**src/rtl/polinomio_horner.sv**
```systemverilog
// Polynomial evaluator using Horner's method, one multiply-add per cycle, with a coefficient
// register file. Define SATURATE_EN to clamp overflowing steps to all-ones instead of wrapping.
module polinomio_horner #(
  parameter int unsigned WIDTH  = 16,
  parameter int unsigned DEGREE = 2,
  parameter int unsigned AW     = $clog2(DEGREE + 1)
) (
  input  logic             ck,
  input  logic             rst,
  input  logic             inicio,
  input  logic [WIDTH-1:0] X,
  input  logic             coef_we,
  input  logic [AW-1:0]    coef_addr,
  input  logic [WIDTH-1:0] coef_data,
  output logic [WIDTH-1:0] Resultado,
  output logic             pronto,
  output logic             ocupado,
  output logic             ovf,
  output logic             LED
);

  typedef enum logic [1:0] {StIdle, StLoad, StStep, StDone} state_e;

  state_e             state_q;
  logic [WIDTH-1:0]   coef_q [DEGREE+1];
  logic [WIDTH-1:0]   x_q, acc_q, res_q;
  logic [AW-1:0]      idx_q;
  logic               ovf_q, led_q, pronto_q, ocupado_q;

  logic [WIDTH-1:0]   acc_d;
  logic [2*WIDTH-1:0] prod;
  logic [2*WIDTH:0]   sum;
  logic               step_ovf;

  // Full-precision multiply-add; any bit at or above WIDTH means the step overflowed.
  always_comb begin
    prod     = {{WIDTH{1'b0}}, acc_q} * {{WIDTH{1'b0}}, x_q};
    sum      = {1'b0, prod} + {{(WIDTH + 1){1'b0}}, coef_q[idx_q]};
    step_ovf = |sum[2*WIDTH:WIDTH];
`ifdef SATURATE_EN
    acc_d    = step_ovf ? '1 : sum[WIDTH-1:0];
`else
    acc_d    = sum[WIDTH-1:0];
`endif
  end

  always_ff @(posedge ck or posedge rst) begin
    if (rst) begin
      state_q   <= StIdle;
      x_q       <= '0;
      acc_q     <= '0;
      idx_q     <= '0;
      res_q     <= '0;
      ovf_q     <= 1'b0;
      led_q     <= 1'b0;
      pronto_q  <= 1'b0;
      ocupado_q <= 1'b0;
      for (int i = 0; i <= int'(DEGREE); i++) begin
        coef_q[i] <= '0;
      end
    end else begin
      pronto_q <= 1'b0;
      unique case (state_q)
        StIdle: begin
          // Coefficients only change in IDLE so an evaluation always sees a stable set.
          if (coef_we && (int'(coef_addr) <= int'(DEGREE))) begin
            coef_q[coef_addr] <= coef_data;
          end
          if (inicio) begin
            x_q       <= X;
            ovf_q     <= 1'b0;
            led_q     <= 1'b0;
            ocupado_q <= 1'b1;
            state_q   <= StLoad;
          end
        end
        StLoad: begin
          acc_q   <= coef_q[DEGREE];
          idx_q   <= AW'(DEGREE - 1);
          state_q <= StStep;
        end
        StStep: begin
          acc_q <= acc_d;
          idx_q <= idx_q - AW'(1);
          if (step_ovf) begin
            ovf_q <= 1'b1;
          end
          if (idx_q == '0) begin
            res_q    <= acc_d;
            pronto_q <= 1'b1;
            state_q  <= StDone;
          end
        end
        StDone: begin
          led_q     <= 1'b1;
          ocupado_q <= 1'b0;
          state_q   <= StIdle;
        end
        default: state_q <= StIdle;
      endcase
    end
  end

  assign Resultado = res_q;
  assign pronto    = pronto_q;
  assign ocupado   = ocupado_q;
  assign ovf       = ovf_q;
  assign LED       = led_q;

endmodule

```
**config.mk**
```make
export PLATFORM = sky130hd
export DESIGN_NAME = polinomio_horner
export DESIGN_NICKNAME = d
export VERILOG_FILES = /design/src/rtl/polinomio_horner.sv
export SDC_FILE = /design/constraint.sdc
export NUM_CORES = 1
export LEC_CHECK = 0
export CAP_MARGIN = 20
export CORE_UTILIZATION = 55
export CTS_CLUSTER_SIZE = 20
export DETAILED_ROUTE_END_ITERATION = 8
export HOLD_SLACK_MARGIN = 0.08
export PLACE_DENSITY = 0.84
export SKIP_CTS_REPAIR_TIMING = 1
export SYNTH_ARGS = -nofsm -noshare
export SYNTH_HDL_FRONTEND = slang
export SYNTH_SLANG_ARGS = --single-unit
```
**constraint.sdc**
```tcl
create_clock -name ck -period 6.8 [get_ports ck]
set_input_delay 0.68 -clock ck [delete_from_list [all_inputs] [get_ports ck]]
set_output_delay 0.68 -clock ck [all_outputs]
set_load 0.01 [all_outputs]
```
==> metrics.txt <==
HP Class flip-flop to flip-flop; critical path's slowest cell dfrtp_1; antenna violations before repair 0; Via Count about 9,800; pin count of the biggest net entering global routing 66; clock latency on the worst-skew pair between 300 and 400 ps; Layout area overhead 8.73%; first-pass GRT wire length 52.8 mm; status complete, no violations; clk root buf clkbuf_16; setup violators final 0; Routed WL per cell between 15 and 20 um; Worst Setup Start Kind flip-flop; Max Slew Vio Count 0; asr flop ratio synth 100%; row count 57; most common cell after layout, fill and taps aside inv_1; die area around 25,000 sq um; share of cells above drive strength 1 a little under a tenth; critical path class flip-flop to flip-flop; Syn. warnings 0; CTS buffer count 9; CP max FO 17; Post-layout nets about 1,800; number of port buffers 57; drt first pass iters 5; reg2reg start acc_q[8]$_DFFE_PP0P_; most frequent CP cell fa_1; CP bufs+invs 4; CP max stage delay a little over 600 ps; WP data arrival roughly 6700 ps; # IOs 58; reg2reg path depth 21; DR DRC count 0; Period minus WS final between 6000 and 7000 ps; number of global-route vias before repair approximately 10,000; chip width between 150 and 200 um; Clock Skew around 9 ps; crit path cell chain and2_1 > fa_1 > inv_1 > fa_1 > inv_1 > fa_1 > fa_1 > inv_1 > fa_1 > fa_1 > inv_1 > ha_1 > a21oi_1 > o21a_1 > or3_1 > nand3_2 > or3b_1 > a2111oi_2 > nand4_1 > nor4_1 > a21oi_1; antenna-violating nets left 0; Worst slew margin roughly a third; Syn Area/Cell about 9.8 sq um; Overflow after GRT 0; register area share after synthesis between 10% and 20%; Crit path required time approximately 7000 ps; Least-Margin Pin Slew a little under 1000 ps; Hold Path Sink Resultado[4]$_DFFE_PP0P_; Syn Nets around 1,700; Final Hold Fails 0; Hold WS between 400 and 500 ps; CTS Sinks roughly 100; vias per cell 5.67; TritonCTS clock tree done; synthesized instance count between 1,000 and 1,500; prevailing post-synth register cell dfrtp_1; H-tree depth 3; DP HPWL roughly 26 mm; setup TNS 0 ps; Worst Hold Launch Resultado[4]$_DFFE_PP0P_; Yosys cell types 62; CP startpoint acc_q[8]$_DFFE_PP0P_; global placer's final weighted congestion slightly above 0.9; RSZ-0062 raised after global routing false; Diodes inserted 0; DIE HEIGHT 159 um; CP Capture Type flip-flop; Iteration-0 DRC Markers 819; mapped cell area around 14,000 sq um; #FFs+latches synth between 100 and 150; commonest non-fill, non-tap cells in the layout inv_1, fa_1, nand2_1, and2_1, ha_1; Reg2Reg Setup Slack approximately 280 ps; hold-critical path depth 2; delay-heaviest family, CP adder cells; Post-synth EDFFs 0; Bufs on Longest Clock Path 2; GR Util All Layers about a quarter; Max-Cap Viols 0; Placeable Area 24,200 sq um; Tcrit/Tclk final 95.9%; Max Fclk between 150 and 200 MHz; R2R Path End ovf$_DFFE_PP0P_; Total Wirelength 31.5 mm; starting density of the core between 50% and 60%; Clock transition at path regs 70 ps; Final Util around three fifths
==> state kept, by name, summed over array words and instances, names as in the netlist <==
signal / flops
Resultado: 16
x_q: 16
pronto: 1
state_q: 2
coef_q: 48
LED: 1
acc_q: 16
ovf: 1
idx_q: 2
ocupado: 1
==> through the flow <==
stage / setup WS, ps / instance area, sq um / instances
2_1_floorplan: 798 / 13500 / 1376
3_3_place_gp: 407 / 14400 / 1716
3_5_place_dp: 284 / 14400 / 1716
4_1_cts: 276 / 14700 / 1732
5_1_grt: 12.7 / 14700 / 1732
6_report: 278 / 14700 / 1732
==> cells in the mapped netlist (26+ instances only) <==
library cell	count	area [sq um]
a21oi_1	55	275
and2_1	129	807
clkbuf_1	52	195
dfrtp_1	104	2600
fa_1	211	4220
ha_1	115	1440
inv_1	237	890
mux2_2	82	923
mux2i_1	34	340
nand2_1	167	627
nor2_1	44	165
o21ai_0	26	130
==> worst register-to-register path, stage by stage, from the launching register on <==
cell and delay, ps:
dfrtp_1 620, and2_1 300, fa_1 510, inv_1 50
fa_1 530, inv_1 50, fa_1 410, fa_1 490
inv_1 60, fa_1 520, fa_1 500, inv_1 40
ha_1 350, a21oi_1 170, o21a_1 180, or3_1 170
nand3_2 110, or3b_1 380, a2111oi_2 370, nand4_1 140
nor4_1 320, a21oi_1 110
==> final cells by class <==
class                   count  area [sq um]
repair buffers             73           691
clock inverters             5          63.8
well taps                 324           405
fillers                  1979          9530
multi-input cells         977          9810
flip-flops and latches    104          2610
clock buffers              11           243
inverters                 238           896
==> worst max-delay path by stage <==
stage | end | depth (start not counted)
floorplan | ovf$_DFFE_PP0P_ | 20
finish | ovf$_DFFE_PP0P_ | 21
detailed placement | ovf$_DFFE_PP0P_ | 21
global placement | ovf$_DFFE_PP0P_ | 21
CTS | ovf$_DFFE_PP0P_ | 21
global route | ovf$_DFFE_PP0P_ | 21
==> per-layer routing <==
metal	up-vias	share of wire [%]	track usage, %	routed length [um]
met2	386	49	43.0	15300
li1	4389	-	-	-
met1	4967	41	35.4	12900
met3	77	6.5	3.45	2050
met5	-	0	0	0
met4	0	3.9	11.1	1240
==> cells by family after synthesis <==
family / after synthesis / share of synthesized area [%]
AO/OA/AOI/OAI: 134 / 6.29
XOR/XNOR: 18 / 1.16
adder cells (fa/ha/maj): 326 / 41.8
buffers and inverters: 295 / 8.32
flip-flops: 104 / 19.2
multiplexers: 116 / 9.34
AND/OR/NAND/NOR: 383 / 13.8
Power is left out: the tool's default activity adds up to more than one toggle a clock period on the data nets, which glitch-free logic cannot reach.
==> RTL change 1: new RTL, config.mk and constraints unchanged <==
Encoding of `state_e`: now one-hot (4 bits for 4 states).
--- a/src/rtl/polinomio_horner.sv
+++ b/src/rtl/polinomio_horner.sv
@@ -19,7 +19,7 @@
   output logic             LED
 );
 
-  typedef enum logic [1:0] {StIdle, StLoad, StStep, StDone} state_e;
+  typedef enum logic [3:0] {StIdle = 4'b0001, StLoad = 4'b0010, StStep = 4'b0100, StDone = 4'b1000} state_e;
 
   state_e             state_q;
   logic [WIDTH-1:0]   coef_q [DEGREE+1];
Behaviour: no difference found for any inputs over 4 cycles, from zero or initial values and one cycle with rst high; so few cycles prove little.
==> RTL change 1 against the unedited design <==
- synthesized area about the same
- first-iteration DRC count down 12%
- worst hold slack worse by 0.00080 ns
- routed wire length up 8.4%
- cell area up 1.2%
- critical path depth down 1
- synthesized cell count up 0.44%
- sequential cell count up 2
- setup slack better by 0.014 ns
- highest routed layer unchanged
Power is left out: the tool's default activity adds up to more than one toggle a clock period on the data nets, which glitch-free logic cannot reach.
==> RTL change 1: results (changes against the unedited design) <==
metric,value,unit,change
status,completed,,
met2 routed WL,15.99,mm,+4.5%
post-route worst hold slack,0.4966,ns,-0.0008000 ns
depth of the most critical reg-to-reg path,20,,-4.8%
Area after DPL,14550,µm²,+0.99%
end point of the worst hold path,Resultado[7]$_DFFE_PP0P_,,
layout cells sized above 1,0.1104,,+0.02022
minimum setup slack after placement,0.3859,ns,+0.1019 ns
Post-Synth XOR/XNOR Area,0.01360,,+0.001950
DRT iter0 DRCs,719,,-12%
startpoint of the worst setup timing path,acc_q[11]$_DFFE_PP0P_,,
DP HPWL,26.98,mm,+4.9%
compound-gate portion of the synthesized area,0.07242,,+0.009475
biggest cell delay along the critical path,0.78,ns,+0.16 ns
wire length after detailed routing,34.17,mm,+8.4%
leading cell types by count after synthesis,"sky130_fd_sc_hd__inv_1, sky130_fd_sc_hd__fa_1, sky130_fd_sc_hd__nand2_1, sky130_fd_sc_hd__and2_1, sky130_fd_sc_hd__ha_1",,
post-synthesis sequential area ratio,0.1962,,+0.003917
largest cells by area after synthesis,"sky130_fd_sc_hd__fa_1, sky130_fd_sc_hd__dfrtp_1, sky130_fd_sc_hd__ha_1, sky130_fd_sc_hd__inv_1, sky130_fd_sc_hd__mux2_2",,
Hold Startpoint,Resultado[7]$_DFFE_PP0P_,,
placed insts,1746,,+1.7%
global-route wire length before repair,57.40,mm,+8.8%
post-route clock skew,0.01791,ns,+0.008754 ns
crit share post-route,0.9570,,-0.002105
Adder-Cell Fraction of Synth Area,0.4149,,-0.003429
metal1 wirelength,13.88,mm,+7.2%
RTL change 1: cell count changes after synthesis, moves of 8 or more:
| cell | unedited run | this run |
|---|---|---|
| sky130_fd_sc_hd__mux2_2 | 82 | 71 |
| sky130_fd_sc_hd__a22oi_1 | 0 | 16 |
| sky130_fd_sc_hd__mux2i_1 | 34 | 19 |
| sky130_fd_sc_hd__o21ai_0 | 26 | 39 |
| sky130_fd_sc_hd__a21oi_1 | 55 | 45 |
| sky130_fd_sc_hd__a21o_1 | 12 | 4 |
| sky130_fd_sc_hd__nand2_1 | 167 | 191 |
RTL change 1: routing by layer:
metal  track usage  vias to the layer above
met5             0                        -
met4       0.09003                        0
met3       0.05408                       82
met2        0.4623                      532
met1        0.4035                     5137
li1              -                     4448
RTL change 1: final cells by class:
cell class,count,area (µm²),area share
timing repair buffer,100,924.6,0.06206
clock buffer,10,239.0,0.01604
sequential,106,2659,0.1785
multi-input combinational,982,9721,0.6524
clock inverter,6,62.56,0.004199
tap,324,405.4,0.02721
inverter,236,888.4,0.05962
==> RTL change 2: new RTL, config.mk and constraints unchanged <==
Without the edit above. The option `SATURATE_EN` is turned on by a define.
--- a/src/rtl/polinomio_horner.sv
+++ b/src/rtl/polinomio_horner.sv
@@ -1,5 +1,7 @@
 // Polynomial evaluator using Horner's method, one multiply-add per cycle, with a coefficient
 // register file. Define SATURATE_EN to clamp overflowing steps to all-ones instead of wrapping.
+`define SATURATE_EN
+
 module polinomio_horner #(
   parameter int unsigned WIDTH  = 16,
   parameter int unsigned DEGREE = 2,
Formal check against the unedited RTL: not equivalent (Yosys sat finds a counterexample within 10 cycles, from zero or initial values and one cycle with rst high).
==> RTL change 2 against the unedited design <==
- first-iteration DRC count increased by 39%
- cell area up 9.7%
- the flow now finishes with violations (setup timing)
- setup slack worse by 0.70 ns
- die area up 1.6%
- routed wire length up 25%
- sequential cell count unchanged
- synthesized area is 1.6% higher
- critical path type unchanged
Power is left out: the tool's default activity adds up to more than one toggle a clock period on the data nets, which glitch-free logic cannot reach.
==> RTL change 2: results (changes against the unedited design) <==
metric,value,unit,change
met3 routing resource usage after global routing,0.05896,,+0.02448
initial antenna violation count,0,,unchanged
layout cells sized above 1,0.1860,,+0.09577
worst-case setup margin in the final layout,-0.4192,ns,-0.6973 ns
fraction of met1 tracks used by global routing,0.4046,,+0.05068
"Clk Latency, worst-skew pair",0.38,ns,+0.02 ns
register with the most flip-flops,coef_q,,
post-route worst hold slack,0.5111,ns,+0.01377 ns
status,finished with violations,,
violated checks,setup timing,,
"Cell Count, Final, Fillers Out",1921,,+11%
total number of H-tree levels,3,,unchanged
GR met2 Demand/Resource,0.4729,,+0.04290
clock transition at the registers of the reported paths,0.09,ns,+0.02 ns
post-route clock skew,0.01461,ns,+0.005456 ns
via total after detailed routing,11270,,+15%
Least-Margin Pin Slew,1.105,ns,+0.1130 ns
Tightest Hold Check Type,flop to flop,,
Area after DPL,15150,µm²,+5.2%
DRT iter0 DRCs,1135,,+39%
DP HPWL,28.42,mm,+11%
leading register cell type out of synthesis,sky130_fd_sc_hd__dfrtp_1,,
number of setup violations in the final report,33,,+33
largest cells by area after synthesis,"sky130_fd_sc_hd__fa_1, sky130_fd_sc_hd__dfrtp_1, sky130_fd_sc_hd__ha_1, sky130_fd_sc_hd__inv_1, sky130_fd_sc_hd__and2_1",,
maximum fanout encountered on the critical timing path,8,,-9
FILL cells,1672,,-16%
biggest cell delay along the critical path,0.66,ns,+0.04 ns
Antenna Cells,0,,unchanged
router iterations before antenna repair,5,,unchanged
net count after synthesis,1823,,+4.8%
global-route wire length before repair,59.06,mm,+12%
leading cell types by count after synthesis,"sky130_fd_sc_hd__inv_1, sky130_fd_sc_hd__fa_1, sky130_fd_sc_hd__nand2_1, sky130_fd_sc_hd__and2_1, sky130_fd_sc_hd__ha_1",,
Syn. warnings,0,,unchanged
Netlist cell types,50,,-19%
Buffers on Ports,57,,unchanged
Setup TNS Final,-12.04,ns,-12.04 ns
GRT Overall Usage,0.2936,,+0.03056
maximum buffer depth of the clock tree,2,,unchanged
layout net count,1955,,+11%
largest net degree at the start of global routing,57,,-14%
async set or reset register ratio after synthesis,1.000,,unchanged
Crit-path slowest cell,sky130_fd_sc_hd__fa_1,,
minimum setup slack after placement,-0.08229,ns,-0.3663 ns
number of cells produced by synthesis,1460,,+6.1%
arrival time at the worst endpoint,7.42,ns,+0.68 ns
post-synthesis sequential area ratio,0.1891,,-0.003112
routability cong.,0.9881,,+7.6%
routed len/inst,20.59,µm,+13%
## RTL change 2: cell count changes in the layout (fill, tap and decap cells not counted), sizes merged, moves of 11 or more
cell   before  now
mux2i      34   23
inv       240  257
nor2       44   75
buf        16  130
mux2       82   65
o21ai      27   38
a31oi       3   33
## RTL change 2: path summary, 6_finish.rpt
check | startpoint | end | depth (start not counted)
setup / recovery | x_q[4]$_DFFE_PP0P_ | Resultado[4]$_DFFE_PP0P_ | 23
hold / removal | coef_q[31]$_DFFE_PP0P_ | coef_q[31]$_DFFE_PP0P_ | 1
setup reg to reg | x_q[4]$_DFFE_PP0P_ | Resultado[4]$_DFFE_PP0P_ | 23
min in group asynchronous | rst | coef_q[14]$_DFFE_PP0P_ | 2
hold reg to reg | coef_q[31]$_DFFE_PP0P_ | coef_q[31]$_DFFE_PP0P_ | 1
max in group asynchronous | rst | x_q[15]$_DFFE_PP0P_ | 3
## RTL change 2: layout make-up
cell class / count / area (µm²) / area share
multi-input combinational: 1034 / 10140 / 0.6282
sequential: 104 / 2634 / 0.1631
tap: 324 / 405.4 / 0.02511
timing repair buffer: 190 / 1694 / 0.1049
inverter: 253 / 952.2 / 0.05898
clock buffer: 9 / 225.2 / 0.01395
clock inverter: 7 / 91.34 / 0.005658
## RTL change 2: kinds of logic after synthesis
group,count (synthesis),share of synthesized area
compound gates,174,0.07802
xor+xnor,20,0.01273
fa+ha+maj,325,0.4107
buf+inv,322,0.08993
flops,104,0.1891
mux,88,0.06993
simple gates,427,0.1496
## RTL change 2: per-layer routing
metal | wire length, µm | part of all wire
met5 | 0 | 0
met4 | 1779 | 0.045
met3 | 4275 | 0.11
met2 | 18590 | 0.47
met1 | 14900 | 0.38
